$ cat config.mk
export PLATFORM = sky130hd
export DESIGN_NAME = dma_cfg_master_flat
export DESIGN_NICKNAME = d
export VERILOG_FILES = /design/src/rtl/dma_pkg.sv /design/src/rtl/dma_cfg_master_if.sv /design/src/rtl/dma_cfg_master.sv /design/src/flat_wrapper.sv
export SDC_FILE = /design/constraint.sdc
export NUM_CORES = 1
export LEC_CHECK = 0
export ABC_AREA = 0
export CAP_MARGIN = 20
export CORE_UTILIZATION = 49
export DETAILED_ROUTE_END_ITERATION = 10
export GPL_TIMING_DRIVEN = 0
export HOLD_SLACK_MARGIN = 0.05
export PLACE_DENSITY = 0.86
export SYNTH_ARGS = -nofsm -noshare
export SYNTH_HDL_FRONTEND = slang
export SYNTH_SLANG_ARGS = --single-unit
$ cat constraint.sdc
create_clock -name clk -period 3.7 [get_ports clk]
set_clock_uncertainty 0.2 [all_clocks]
set_input_delay 0.74 -clock clk [delete_from_list [all_inputs] [get_ports clk]]
set_output_delay 0.74 -clock clk [all_outputs]
set_load 0.05 [all_outputs]
$ cat src/rtl/dma_pkg.sv
// rtl/dma_pkg.sv - DMA register map, master FSM states and shared defaults
package dma_pkg;

    localparam logic [15:0] REG_INTR     = 16'h0400;
    localparam logic [15:0] REG_CTRL     = 16'h0404;
    localparam logic [15:0] REG_IO_ADDR  = 16'h0408;
    localparam logic [15:0] REG_MEM_ADDR = 16'h040C;
    localparam logic [15:0] REG_EXTRA    = 16'h0410;

    localparam int DMA_DONE_BIT = 0;

    typedef enum logic [3:0] {
        IDLE,
        WR_IO,
        WR_MEM,
        WR_EXTRA,
        WR_CTRL,
        RD_INTR,
        RD_WAIT,
        CLR_INTR,
        RESP
    } dma_state_e;

endpackage

$ cat src/rtl/dma_cfg_master_if.sv
// rtl/dma_cfg_master_if.sv - command, response and register-bus signals of the DMA config master
interface dma_cfg_master_if #(
    parameter int ADDR_WIDTH = 32,
    parameter int DATA_WIDTH = 32
);
    logic                  cmd_valid;
    logic                  cmd_ready;
    logic [DATA_WIDTH-1:0] cmd_ctrl;
    logic [DATA_WIDTH-1:0] cmd_io_addr;
    logic [DATA_WIDTH-1:0] cmd_mem_addr;
    logic [DATA_WIDTH-1:0] cmd_extra;

    logic                  rsp_valid;
    logic                  rsp_ready;
    logic [DATA_WIDTH-1:0] rsp_status;
    logic                  rsp_timeout;

    logic [ADDR_WIDTH-1:0] addr;
    logic                  wr_en;
    logic                  rd_en;
    logic [DATA_WIDTH-1:0] wdata;
    logic [DATA_WIDTH-1:0] rdata;

    modport master (
        input  cmd_valid, cmd_ctrl, cmd_io_addr, cmd_mem_addr, cmd_extra,
        output cmd_ready,
        output rsp_valid, rsp_status, rsp_timeout,
        input  rsp_ready,
        output addr, wr_en, rd_en, wdata,
        input  rdata
    );

    modport slave (
        output cmd_valid, cmd_ctrl, cmd_io_addr, cmd_mem_addr, cmd_extra,
        input  cmd_ready,
        input  rsp_valid, rsp_status, rsp_timeout,
        output rsp_ready,
        input  addr, wr_en, rd_en, wdata,
        output rdata
    );
endinterface

$ cat src/rtl/dma_cfg_master.sv
// rtl/dma_cfg_master.sv - programs one DMA transfer, polls for done, clears the interrupt, reports status
module dma_cfg_master
    import dma_pkg::*;
#(
    parameter int ADDR_WIDTH = 32,
    parameter int DATA_WIDTH = 32,
    parameter int POLL_LIMIT = 16,
    parameter int DONE_BIT   = DMA_DONE_BIT
) (
    input  logic             clk,
    input  logic             rst_n,
    dma_cfg_master_if.master bus
);

    localparam int               CNT_W   = $clog2(POLL_LIMIT + 1);
    localparam logic [CNT_W-1:0] CNT_MAX = CNT_W'(POLL_LIMIT);

    dma_state_e            state_q, state_d;
    logic                  cmd_ready_q, cmd_ready_d;
    logic                  rsp_valid_q, rsp_valid_d;
    logic [DATA_WIDTH-1:0] rsp_status_q, rsp_status_d;
    logic                  rsp_timeout_q, rsp_timeout_d;
    logic [ADDR_WIDTH-1:0] addr_q, addr_d;
    logic                  wr_en_q, wr_en_d;
    logic                  rd_en_q, rd_en_d;
    logic [DATA_WIDTH-1:0] wdata_q, wdata_d;
    logic [CNT_W-1:0]      poll_cnt_q, poll_cnt_d;
    logic [CNT_W-1:0]      poll_cnt_inc;
    logic [DATA_WIDTH-1:0] ctrl_q, ctrl_d;
    logic [DATA_WIDTH-1:0] io_q, io_d;
    logic [DATA_WIDTH-1:0] mem_q, mem_d;
    logic [DATA_WIDTH-1:0] extra_q, extra_d;

    always_ff @(posedge clk or negedge rst_n) begin
        if (!rst_n) begin
            state_q       <= IDLE;
            cmd_ready_q   <= 1'b1;
            rsp_valid_q   <= 1'b0;
            rsp_status_q  <= '0;
            rsp_timeout_q <= 1'b0;
            addr_q        <= '0;
            wr_en_q       <= 1'b0;
            rd_en_q       <= 1'b0;
            wdata_q       <= '0;
            poll_cnt_q    <= '0;
            ctrl_q        <= '0;
            io_q          <= '0;
            mem_q         <= '0;
            extra_q       <= '0;
        end else begin
            state_q       <= state_d;
            cmd_ready_q   <= cmd_ready_d;
            rsp_valid_q   <= rsp_valid_d;
            rsp_status_q  <= rsp_status_d;
            rsp_timeout_q <= rsp_timeout_d;
            addr_q        <= addr_d;
            wr_en_q       <= wr_en_d;
            rd_en_q       <= rd_en_d;
            wdata_q       <= wdata_d;
            poll_cnt_q    <= poll_cnt_d;
            ctrl_q        <= ctrl_d;
            io_q          <= io_d;
            mem_q         <= mem_d;
            extra_q       <= extra_d;
        end
    end

    assign poll_cnt_inc = (poll_cnt_q == CNT_MAX) ? poll_cnt_q : poll_cnt_q + CNT_W'(1);

    // Next state and captured command/status
    always_comb begin
        state_d       = state_q;
        rsp_status_d  = rsp_status_q;
        rsp_timeout_d = rsp_timeout_q;
        poll_cnt_d    = poll_cnt_q;
        ctrl_d        = ctrl_q;
        io_d          = io_q;
        mem_d         = mem_q;
        extra_d       = extra_q;

        case (state_q)
            IDLE: begin
                if (bus.cmd_valid && cmd_ready_q) begin
                    ctrl_d  = bus.cmd_ctrl;
                    io_d    = bus.cmd_io_addr;
                    mem_d   = bus.cmd_mem_addr;
                    extra_d = bus.cmd_extra;
                    state_d = WR_IO;
                end
            end
            WR_IO:    state_d = WR_MEM;
            WR_MEM:   state_d = WR_EXTRA;
            WR_EXTRA: state_d = WR_CTRL;
            WR_CTRL:  state_d = RD_INTR;
            RD_INTR:  state_d = RD_WAIT;
            RD_WAIT: begin
                rsp_status_d = bus.rdata;
                poll_cnt_d   = poll_cnt_inc;
                if (bus.rdata[DONE_BIT]) begin
                    state_d = CLR_INTR;
                end else if (poll_cnt_inc == CNT_MAX) begin
                    rsp_timeout_d = 1'b1;
                    state_d       = RESP;
                end else begin
                    state_d = RD_INTR;
                end
            end
            CLR_INTR: state_d = RESP;
            RESP: begin
                if (bus.rsp_ready) begin
                    poll_cnt_d    = '0;
                    rsp_timeout_d = 1'b0;
                    state_d       = IDLE;
                end
            end
            default: state_d = IDLE;
        endcase
    end

    // Bus and handshake outputs are decoded from the next state so they are registered
    always_comb begin
        addr_d      = '0;
        wr_en_d     = 1'b0;
        rd_en_d     = 1'b0;
        wdata_d     = '0;
        cmd_ready_d = (state_d == IDLE);
        rsp_valid_d = (state_d == RESP);

        case (state_d)
            WR_IO: begin
                addr_d  = ADDR_WIDTH'(REG_IO_ADDR);
                wr_en_d = 1'b1;
                wdata_d = io_d;
            end
            WR_MEM: begin
                addr_d  = ADDR_WIDTH'(REG_MEM_ADDR);
                wr_en_d = 1'b1;
                wdata_d = mem_d;
            end
            WR_EXTRA: begin
                addr_d  = ADDR_WIDTH'(REG_EXTRA);
                wr_en_d = 1'b1;
                wdata_d = extra_d;
            end
            WR_CTRL: begin
                addr_d  = ADDR_WIDTH'(REG_CTRL);
                wr_en_d = 1'b1;
                wdata_d = ctrl_d;
            end
            RD_INTR: begin
                addr_d  = ADDR_WIDTH'(REG_INTR);
                rd_en_d = 1'b1;
            end
            CLR_INTR: begin
                addr_d  = ADDR_WIDTH'(REG_INTR);
                wr_en_d = 1'b1;
            end
            default: ;
        endcase
    end

    assign bus.cmd_ready   = cmd_ready_q;
    assign bus.rsp_valid   = rsp_valid_q;
    assign bus.rsp_status  = rsp_status_q;
    assign bus.rsp_timeout = rsp_timeout_q;
    assign bus.addr        = addr_q;
    assign bus.wr_en       = wr_en_q;
    assign bus.rd_en       = rd_en_q;
    assign bus.wdata       = wdata_q;

endmodule

$ cat src/flat_wrapper.sv
// flat-port wrapper written by rule: the top's interface ports become plain ports
module dma_cfg_master_flat import dma_pkg::*;
#(
    parameter int ADDR_WIDTH = 32,
    parameter int DATA_WIDTH = 32,
    parameter int POLL_LIMIT = 16,
    parameter int DONE_BIT   = DMA_DONE_BIT
)
  (clk, rst_n, bus_cmd_valid, bus_cmd_ctrl, bus_cmd_io_addr, bus_cmd_mem_addr, bus_cmd_extra, bus_cmd_ready, bus_rsp_valid, bus_rsp_status, bus_rsp_timeout, bus_rsp_ready, bus_addr, bus_wr_en, bus_rd_en, bus_wdata, bus_rdata);
  dma_cfg_master_if #(.ADDR_WIDTH(ADDR_WIDTH), .DATA_WIDTH(DATA_WIDTH)) bus_i ();
  input  logic clk;
  input  logic rst_n;
  input wire logic [$bits(bus_i.cmd_valid)-1:0] bus_cmd_valid;
  input wire logic [$bits(bus_i.cmd_ctrl)-1:0] bus_cmd_ctrl;
  input wire logic [$bits(bus_i.cmd_io_addr)-1:0] bus_cmd_io_addr;
  input wire logic [$bits(bus_i.cmd_mem_addr)-1:0] bus_cmd_mem_addr;
  input wire logic [$bits(bus_i.cmd_extra)-1:0] bus_cmd_extra;
  output wire logic [$bits(bus_i.cmd_ready)-1:0] bus_cmd_ready;
  output wire logic [$bits(bus_i.rsp_valid)-1:0] bus_rsp_valid;
  output wire logic [$bits(bus_i.rsp_status)-1:0] bus_rsp_status;
  output wire logic [$bits(bus_i.rsp_timeout)-1:0] bus_rsp_timeout;
  input wire logic [$bits(bus_i.rsp_ready)-1:0] bus_rsp_ready;
  output wire logic [$bits(bus_i.addr)-1:0] bus_addr;
  output wire logic [$bits(bus_i.wr_en)-1:0] bus_wr_en;
  output wire logic [$bits(bus_i.rd_en)-1:0] bus_rd_en;
  output wire logic [$bits(bus_i.wdata)-1:0] bus_wdata;
  input wire logic [$bits(bus_i.rdata)-1:0] bus_rdata;
  assign bus_i.cmd_valid = bus_cmd_valid;
  assign bus_i.cmd_ctrl = bus_cmd_ctrl;
  assign bus_i.cmd_io_addr = bus_cmd_io_addr;
  assign bus_i.cmd_mem_addr = bus_cmd_mem_addr;
  assign bus_i.cmd_extra = bus_cmd_extra;
  assign bus_cmd_ready = bus_i.cmd_ready;
  assign bus_rsp_valid = bus_i.rsp_valid;
  assign bus_rsp_status = bus_i.rsp_status;
  assign bus_rsp_timeout = bus_i.rsp_timeout;
  assign bus_i.rsp_ready = bus_rsp_ready;
  assign bus_addr = bus_i.addr;
  assign bus_wr_en = bus_i.wr_en;
  assign bus_rd_en = bus_i.rd_en;
  assign bus_wdata = bus_i.wdata;
  assign bus_i.rdata = bus_rdata;
  dma_cfg_master #(.ADDR_WIDTH(ADDR_WIDTH), .DATA_WIDTH(DATA_WIDTH), .POLL_LIMIT(POLL_LIMIT), .DONE_BIT(DONE_BIT)) u_core (.clk(clk), .rst_n(rst_n), .bus(bus_i));
endmodule
# Word-level counts from Yosys, hierarchy flattened
# Cells that the tools add are included.
# word_totals
ff_bits,217
input_bits,164
word_cells,67
# op_classes
addsub,1
n_eq_ne,20
n_mux,24
n_reduce_logical,8
# ops
operator,count
$mux W32,8
$pmux W32 S4,1
$pmux W11 S5,1
$pmux W4 S9,1
$eq A4 B3 Y1 const B,7
$eq A4 B2 Y1 const B,4
$mux W4,4
$eq A5 B5 Y1 const B,2
$mux W5,2
$pmux W5 S2,1
$eq A4 B1 Y1 const B,2
$eq A4 B4 Y1 const B,2
$logic_not A4 Y1,2
$add A5 B1 Y5 const B,1
$mux W1,5
$reduce_or A5 Y1,1
$ne A2 B2 Y1 const B,2
$reduce_and A4 Y1,1
$ne A2 B1 Y1 const B,1
$pmux W1 S2,1
$reduce_and A2 Y1,1
$reduce_bool A2 Y1,1
$reduce_or A2 Y1,1
$logic_and A1 B1 Y1,1

# Logic depth before layout (Yosys ltp)
# Gate-level depths: netlist (run 1).
# depth
ltp_word,9
mapped_depth,7
mapped_depth_nobuf,6

# Worst setup path after synthesis (run 1)
# Ideal clock, no wire load.
# synth_path
path_type,reg-to-reg
start,"register u_core.cmd_ready_q, in the netlist u_core.bus.cmd_ready"
end,"register u_core.wdata_q[10], in the netlist u_core.bus.wdata[10]"
setup_time_ns,0.126
arrival_ns,2.121
t_required_ns,3.374
path_slack_ns,1.253
path_stages_with_launch,6
path_cell_list,dfstp_2 > nand2_1 > nor4_4 > buf_6 > mux2_2 > a221o_1
# synth_between
word_cells_on_any_way,16
cone_classes,eq/ne: 4; mux: 11; reduce/logical: 1
# synth_lines
element,line_no,source
"start, declared",dma_cfg_master.sv:19,"logic cmd_ready_q, cmd_ready_d;"
"start signal, assigned",dma_cfg_master.sv:52,cmd_ready_q <= cmd_ready_d;
$logic_and A1 B1 Y1,dma_cfg_master.sv:83,if (bus.cmd_valid && cmd_ready_q) begin
$mux W32,dma_cfg_master.sv:83,
$mux W32,dma_cfg_master.sv:81,case (state_q)
via u_core.extra_d[10],dma_cfg_master.sv:32,"logic [DATA_WIDTH-1:0] extra_q, extra_d;"
$pmux W32 S4,dma_cfg_master.sv:129,case (state_d)
via u_core.wdata_d[10],dma_cfg_master.sv:26,"logic [DATA_WIDTH-1:0] wdata_q, wdata_d;"
"end signal, assigned",dma_cfg_master.sv:59,wdata_q <= wdata_d;
"end, declared",dma_cfg_master.sv:26,
# The timed path passes the listed nets, and every way through them passes these cells.
# A chain may end at the register's enable or synchronous reset.

# Final worst setup path (run 1)
# layout_path
start,input bus_cmd_valid
end,"register u_core.wdata_q[7], in the netlist u_core.bus.wdata[7]"
# layout_between
word_cells_on_any_way,16
cone_classes,eq/ne: 4; mux: 11; reduce/logical: 1
# layout_lines
element,line_no,source
"start, declared",flat_wrapper.sv:13,input wire logic [$bits(bus_i.cmd_valid)-1:0] bus_cmd_valid;
$logic_and A1 B1 Y1,dma_cfg_master.sv:83,
$mux W32,dma_cfg_master.sv:83,
$mux W32,dma_cfg_master.sv:81,
via u_core.extra_d[7],dma_cfg_master.sv:32,
$pmux W32 S4,dma_cfg_master.sv:129,
via u_core.wdata_d[7],dma_cfg_master.sv:26,
# The timed path passes the listed nets, and every way through them passes these cells.

==> PnR_summary.wiki, run 1 <==
{| class="wikitable"
! Metric !! Value
|-
| Result of the run || complete, no violations
|-
| VDD IR-drop max || 0.401 mV
|-
| Critical path class || in2reg
|-
| Multi-input combinational cell area || 2820 sq um
|-
| Fin. max-slew vios || 0
|-
| Number of routed nets with antenna violations || 0
|-
| Worst reg2reg path startpoint || u_core.state_q[2]$_DFF_PN0_
|-
| Power density cells || 844 nW/um^2
|-
| Floorplan row count || 45
|-
| Unique masters post-synth || 48
|-
| Internal Pwr Total || 5.45 mW
|-
| RSZ-0062 raised after global routing || false
|-
| Top area cells in the synthesized netlist || sky130_fd_sc_hd__dfrtp_1 57%, sky130_fd_sc_hd__nand2_1 16%, sky130_fd_sc_hd__mux2_2 4.5%
|-
| First-pass iteration count of the detailed router || 5
|-
| Class of the most critical hold timing path || in2async
|-
| Synth cell count leaders || 322 x sky130_fd_sc_hd__nand2_1, 177 x sky130_fd_sc_hd__dfrtp_1, 31 x sky130_fd_sc_hd__mux2_2
|-
| Final estimated routing congestion in global placement || 0.833
|-
| Total congestion overflow after global routing || 0
|-
| Vias in the first global route || 6223
|-
| Startpoint Class || input port
|-
| Placed cell count || 1252
|-
| Share of final-layout standard cells stronger than drive strength 1 || 11.8%
|-
| Highest fanout seen on the critical path || 10
|-
| Total routing resource utilization after global routing || 26.0%
|-
| Leakage power total || 5.31 nW
|-
| Mapped cell area || 7720 sq um
|-
| Count of filler cells inserted in the layout || 1128
|-
| Clock network latency to the later pin of the worst-skew pair || 0.42 ns
|-
| Data arrival time at the worst-slack endpoint || 2.97 ns
|-
| Top flip-flop cell by instance count after synthesis || sky130_fd_sc_hd__dfrtp_1
|-
| Detail Placement HPWL || 15200 um
|-
| Number of warning messages in the yosys log || 0
|-
| Data required time of the critical path || 3.80 ns
|-
| Share of the clock period used by the worst path after layout || 77.4%
|-
| Floorplan Core Area || 15300 sq um
|-
| I/O pin count || 265
|-
| Number of enable-type register cells in the synthesized netlist || 0
|-
| Net switching power of the design || 3.91 mW
|-
| Cell accounting for the most synthesized area || sky130_fd_sc_hd__dfrtp_1
|-
| Worst slew margin relative to its limit || 51.5%
|-
| Clk buf depth || 2
|-
| Total Die Area || 16300 sq um
|-
| Relative contribution of sequential cells to total power || 34.5%
|-
| Net Sw Frac || 41.8%
|-
| Average wire length per cell after detail routing || 16.3 um
|-
| Number of DRC markers in iteration 0 || 375
|-
| Antenna violations before repair || 1
|-
| Inserted Clock Buffers || 17
|-
| Worst setup slack for register-to-register paths || 1.09 ns
|-
| Remaining routing DRC violations || 0
|-
| Avg Vias per Cell || 4.97
|-
| Final setup vio count || 0
|-
| Worst Tran Pin Value || 0.722 ns
|-
| Sequential standard cell area || 4460 sq um
|-
| Total vias in the final route || 6380
|-
| Min Tclk post-route || 2.86 ns
|-
| H-tree depth reported by CTS || 4
|-
| Synthesized area per cell || 9.94 sq um
|-
| Endpoint of the most critical register-to-register path || u_core.bus.wdata[7]$_DFF_PN0_
|-
| Most common cell in the netlist || sky130_fd_sc_hd__nand2_1
|-
| Resized Gates After CTS || 0
|-
| Upper clock frequency limit || 349 MHz
|-
| Share of flip-flops with an asynchronous set or reset after synthesis || 100%
|-
| Number of hold buffers added after cts || 0
|-
| Initial Util || 50.4%
|-
| Clock Power Share || 19.3%
|-
| Sum of routed wire length over all layers || 20900 um
|-
| Count of input and output buffers || 236
|-
| Nets || 1226
|-
| Flops & latches, synth || 178
|-
| Worst Reg-to-Reg Cells || 5
|-
| Combinational share of power || 46.1%
|-
| Maximum number of pins on one net before global-route repair || 93
|-
| Number of failing hold endpoints at the final stage || 0
|-
| Worst hold slack across all endpoints || 0.118 ns
|-
| Die X || 128 um
|-
| Clock-pin slew of the registers on the worst-case setup and hold paths || 0.07 ns
|-
| CTS tree || yes
|-
| Post-synthesis sequential area ratio || 57.7%
|-
| Area overhead of the layout relative to synthesis || 43.4%
|-
| CTS sink cnt || 178
|-
| Nature of the critical path endpoint || flop
|-
| Number of standard cells in the final layout excluding fillers || 1284
|-
| Count of max-cap constraint violations || 0
|-
| Setup Fix Bufs, Post-CTS || 0
|-
| Root buf cell || sky130_fd_sc_hd__clkbuf_16
|-
| Post-synth top area share || 57.3%
|-
| Gate count of the mapped netlist || 777
|-
| Global-route wire length before repair || 32000 um
|-
| DIE HEIGHT || 128 um
|}
## flip-flops by register name, summed over array words and instances (netlist names), 4 cells and up
name / count
u_core.bus.addr: 4
u_core.bus.rsp_status: 32
u_core.bus.wdata: 32
u_core.ctrl_q: 32
u_core.extra_q: 32
u_core.mem_q: 32
u_core.poll_cnt_q: 5
u_core.state_q: 4
## how the worst max path moves through the flow
stage | depth (start not counted) | slack, ns | start | endpoint
after floorplan | 5 | 1.25 | u_core.bus.cmd_ready$_DFF_PN1_ | u_core.bus.wdata[10]$_DFF_PN0_
after global placement | 1 | -5.50 | rst_n | u_core.bus.rsp_status[11]$_DFFE_PN0P_
after detailed placement | 6 | 0.39 | bus_cmd_valid | u_core.bus.wdata[7]$_DFF_PN0_
after CTS | 6 | 0.82 | bus_cmd_valid | u_core.bus.wdata[7]$_DFF_PN0_
after global routing | 6 | 0.76 | bus_cmd_valid | u_core.bus.wdata[6]$_DFF_PN0_
final | 6 | 0.84 | bus_cmd_valid | u_core.bus.wdata[7]$_DFF_PN0_
## routing by layer
layer / global-route usage, % / routed length (um) / up-vias
li1: - / - / 3041
met1: 33.3 / 9000 / 3042
met2: 43.0 / 10100 / 251
met3: 4.19 / 1100 / 46
met4: 13.1 / 710 / 0
met5: 0 / 0 / -
## final cells by class
type / instances / share of cell area [%]
diodes: 1 / 0.0226
plain buffers: 77 / 4.63
clock buffers: 21 / 4.25
clock inverters: 10 / 1.11
inverters: 9 / 0.305
multi-input cells: 540 / 25.5
flip-flops and latches: 178 / 40.2
well taps: 211 / 2.38
repair buffers: 237 / 21.6
## power groups by stage
| stage | logic (mW) | clock network (mW) | registers [mW] |
|---|---|---|---|
| after floorplan | 1.65 | 0 | 4.41 |
| after global placement | 4.20 | 0 | 3.22 |
| after detailed placement | 4.29 | 0 | 3.25 |
| after CTS | 4.32 | 1.82 | 3.23 |
| after global routing | 4.60 | 1.91 | 3.32 |
| final | 4.31 | 1.81 | 3.23 |
## placed cells by master (no fill, tap or decap), types with 2 or more instances in the layout
cell type	instances
sky130_fd_sc_hd__nand2b_1	3
sky130_fd_sc_hd__nand2_2	3
sky130_fd_sc_hd__clkbuf_1	24
sky130_fd_sc_hd__buf_2	13
sky130_fd_sc_hd__o22ai_1	2
sky130_fd_sc_hd__a31oi_1	3
sky130_fd_sc_hd__clkdlybuf4s50_1	235
sky130_fd_sc_hd__a21oi_1	5
sky130_fd_sc_hd__conb_1	28
sky130_fd_sc_hd__mux2_2	31
sky130_fd_sc_hd__nand2_1	322
sky130_fd_sc_hd__o21ai_0	23
sky130_fd_sc_hd__mux2i_1	24
sky130_fd_sc_hd__nor2b_1	4
sky130_fd_sc_hd__ha_1	2
sky130_fd_sc_hd__nor2_1	29
sky130_fd_sc_hd__a22oi_1	9
sky130_fd_sc_hd__nand4bb_1	2
sky130_fd_sc_hd__buf_6	11
sky130_fd_sc_hd__a21o_1	2
sky130_fd_sc_hd__inv_1	9
sky130_fd_sc_hd__nand3b_1	2
sky130_fd_sc_hd__dfrtp_1	177
sky130_fd_sc_hd__bufinv_16	2
sky130_fd_sc_hd__clkbuf_8	3
sky130_fd_sc_hd__a221o_1	23
sky130_fd_sc_hd__clkbuf_16	17
sky130_fd_sc_hd__inv_6	3
sky130_fd_sc_hd__buf_4	29
sky130_fd_sc_hd__clkinvlp_4	3
sky130_fd_sc_hd__nand3_1	2
## metrics by stage
stage | setup TNS [ns] | power, mW | cell area, sq um | setup slack [ns] | utilization, %
after floorplan | 0 | 6.06 | 7830 | 1.25 | -
after global placement | -974.95 | 7.42 | 10500 | -5.50 | 68.3
after detailed placement | 0 | 7.54 | 10500 | 0.394 | 68.5
after CTS | 0 | 9.37 | 11100 | 0.823 | 72.3
after global routing | 0 | 9.83 | 11100 | 0.761 | 72.4
final | 0 | 9.36 | 11100 | 0.837 | 72.4
## cell families after synthesis
group | Yosys count | share of synthesized area [%]
DFF | 178 | 57.7
and+or+nand+nor | 377 | 19.7
muxes | 56 | 7.77
xor gates and xnor gates | 2 | 0.227
other | 1 | 0.0485
adders and majority gates | 2 | 0.324
buffers and inverters | 86 | 7.08
AOI/OAI and AO/OA | 75 | 7.19
## critical path, cell delays in order
cell and delay [ns]:
sky130_fd_sc_hd__clkdlybuf4s50_1 0.48, sky130_fd_sc_hd__nand2_1 0.18, sky130_fd_sc_hd__nor4_4 0.59, sky130_fd_sc_hd__buf_6 0.25, sky130_fd_sc_hd__mux2_2 0.37, sky130_fd_sc_hd__a221o_1 0.34
Power figures use the tool's default switching activity.
==> run 2: changes to the inputs <==
CORE_UTILIZATION = 45   (was 49)
PLACE_DENSITY = 0.79   (was 0.86)
clock period = 2.85 ns   (was 3.7 ns; I/O delays follow)
==> run 2 against run 1 <==
- final cell count increased by 0.78%
- worst setup slack got worse by 0.66 ns
- flip-flop and latch count unchanged
- global-route usage decreased by 1.5 points
- critical path type unchanged
- sequential power increased by 30%
- hold slack improved by 0.15 ns
- die area increased by 8.7%
- critical endpoint is now u_core.bus.wdata[8]$_DFF_PN0_
- non-clock buffer count increased by 1
- combinational power increased by 29%
- register-to-register slack got worse by 0.80 ns
- sequential share of layout area decreased by 0.34 points
- largest cell class unchanged
==> PnR_summary.wiki, run 2 (synthesis gave the netlist of run 1 again) <==
{| class="wikitable"
! Metric !! Value
|-
| Result of the run || complete, no violations
|-
| Total congestion overflow after global routing || 0
|-
| Share of the clock period used by the worst path after layout || 93.7%
|-
| I/O pin count || 265
|-
| Internal Pwr Total || 7.34 mW
|-
| Number of routed nets with antenna violations || 0
|-
| Global-route wire length before repair || 33200 um
|-
| H-tree depth reported by CTS || 4
|-
| Class of the most critical hold timing path || reg2reg
|-
| Most common cell after layout, fill and taps aside || sky130_fd_sc_hd__nand2_1
|-
| CTS sink cnt || 178
|-
| Initial Util || 46.3%
|-
| Number of standard cells in the final layout excluding fillers || 1294
|-
| Final setup vio count || 0
|-
| RSZ-0062 raised after global routing || false
|-
| Combinational share of power || 45.0%
|-
| Number of DRC markers in iteration 0 || 380
|-
| Worst Tran Pin Value || 0.688 ns
|-
| Startpoint Class || input port
|-
| Total routing resource utilization after global routing || 24.5%
|-
| Share of final-layout standard cells stronger than drive strength 1 || 11.9%
|-
| Net Sw Frac || 40.8%
|-
| Count of max-cap constraint violations || 0
|-
| Sum of routed wire length over all layers || 20600 um
|-
| Highest fanout seen on the critical path || 10
|-
| Avg Vias per Cell || 4.85
|-
| VDD IR-drop max || 0.535 mV
|-
| Resized Gates After CTS || 0
|-
| Antenna violations before repair || 0
|-
| Setup Fix Bufs, Post-CTS || 0
|-
| Clock Power Share || 21.2%
|-
| Leakage power total || 5.35 nW
|-
| Data required time of the critical path || 2.95 ns
|-
| Inserted Clock Buffers || 17
|-
| Worst slew margin relative to its limit || 53.8%
|-
| Data arrival time at the worst-slack endpoint || 2.77 ns
|-
| Nature of the critical path endpoint || flop
|-
| Area overhead of the layout relative to synthesis || 44.7%
|-
| First-pass iteration count of the detailed router || 5
|-
| Net switching power of the design || 5.05 mW
|-
| Maximum number of pins on one net before global-route repair || 114
|-
| Root buf cell || sky130_fd_sc_hd__clkbuf_16
|-
| Power density cells || 1110 nW/um^2
|-
| Floorplan row count || 47
|-
| Final estimated routing congestion in global placement || 0.833
|-
| Clk buf depth || 2
|-
| Min Tclk post-route || 2.67 ns
|-
| Average wire length per cell after detail routing || 15.9 um
|-
| Remaining routing DRC violations || 0
|-
| Clock-pin slew of the registers on the worst-case setup and hold paths || 0.06 ns
|-
| Die X || 133 um
|-
| Critical path class || in2reg
|-
| Total Die Area || 17700 sq um
|-
| Clock network latency to the later pin of the worst-skew pair || 0.42 ns
|-
| Count of input and output buffers || 236
|-
| Total vias in the final route || 6280
|-
| CTS tree || yes
|-
| Pwr Total || 12.4 mW
|-
| Detail Placement HPWL || 15100 um
|-
| Relative contribution of sequential cells to total power || 33.8%
|-
| Number of failing hold endpoints at the final stage || 0
|-
| DIE HEIGHT || 133 um
|-
| Nets || 1227
|-
| Count of filler cells inserted in the layout || 1336
|-
| Vias in the first global route || 6227
|-
| Floorplan Core Area || 16700 sq um
|-
| Most used cells in the layout excluding fill and tap cells || 322 x sky130_fd_sc_hd__nand2_1, 235 x sky130_fd_sc_hd__clkdlybuf4s50_1, 177 x sky130_fd_sc_hd__dfrtp_1
|-
| Upper clock frequency limit || 374 MHz
|-
| Fin. max-slew vios || 0
|-
| Cell area reported after detailed placement || 10500 sq um
|-
| Post-Layout Inst Area || 11200 sq um
|-
| Placed cell count || 1261
|-
| Final antenna diode count || 0
|}
[run 2: worst paths after layout]
path | startpoint | slack [ns] | cells after the start | endpoint
setup / recovery | bus_cmd_valid | 0.18 | 6 | u_core.bus.wdata[8]$_DFF_PN0_
hold / removal | u_core.bus.rsp_status[23]$_DFFE_PN0P_ | 0.27 | 2 | u_core.bus.rsp_status[23]$_DFFE_PN0P_
setup reg to reg | u_core.state_q[2]$_DFF_PN0_ | 0.29 | 5 | u_core.bus.wdata[8]$_DFF_PN0_
hold reg to reg | u_core.bus.rsp_status[23]$_DFFE_PN0P_ | 0.27 | 2 | u_core.bus.rsp_status[23]$_DFFE_PN0P_
max in group asynchronous | rst_n | 1.06 | 3 | u_core.extra_q[17]$_DFF_PN0_
min in group asynchronous | rst_n | 0.49 | 2 | u_core.bus.rsp_status[21]$_DFFE_PN0P_
[run 2: through the flow]
stage | setup TNS [ns] | hold slack [ns] | util, % | setup slack [ns]
global placement | -1117.77 | 0.251 | 62.7 | -6.28
detailed placement | -4.33 | 0.261 | 62.8 | -0.266
global route | 0 | 0.285 | 66.9 | 0.0767
finish | 0 | 0.272 | 66.9 | 0.179
floorplan | 0 | 0.0744 | - | 0.403
CTS | 0 | 0.276 | 66.9 | 0.171
[run 2: what timing repair did]
| item | in CTS | in global routing |
|---|---|---|
| endpoints found under the hold margin | 65 | 0 |
| setup endpoints to repair | 0 | 0 |
| hold buffers | 1 | 0 |
[run 2: routing by layer]
metal	track usage, %	part of all wire [%]
met1	33.8	45
met3	3.79	5.3
met4	8.43	1.8
met2	39.3	48
met5	0	0
[run 2: area by class of cell]
type / instances / area (sq um) / share of cell area, %
sequential: 178 / 4460 / 39.9
multi-input combinational: 540 / 2820 / 25.3
timing repair buffer: 238 / 2400 / 21.5
buffer: 77 / 513 / 4.59
clock buffer: 20 / 467 / 4.18
tap: 220 / 275 / 2.46
clock inverter: 12 / 201 / 1.80
inverter: 9 / 33.8 / 0.302
[run 2: power by group through the flow]
| stage | registers, mW | logic (mW) | clock network (mW) |
|---|---|---|---|
| after floorplan | 5.73 | 2.14 | 0 |
| after global placement | 4.19 | 5.48 | 0 |
| after detailed placement | 4.22 | 5.57 | 0 |
| after CTS | 4.19 | 5.59 | 2.65 |
| after global routing | 4.33 | 5.99 | 2.75 |
| final | 4.19 | 5.58 | 2.62 |
[run 2: worst max-delay path: stages]
cell,delay [ns]
sky130_fd_sc_hd__clkdlybuf4s50_1,0.50
sky130_fd_sc_hd__nand2_1,0.19
sky130_fd_sc_hd__nor4_4,0.57
sky130_fd_sc_hd__buf_6,0.25
sky130_fd_sc_hd__mux2_2,0.36
sky130_fd_sc_hd__a221o_1,0.32
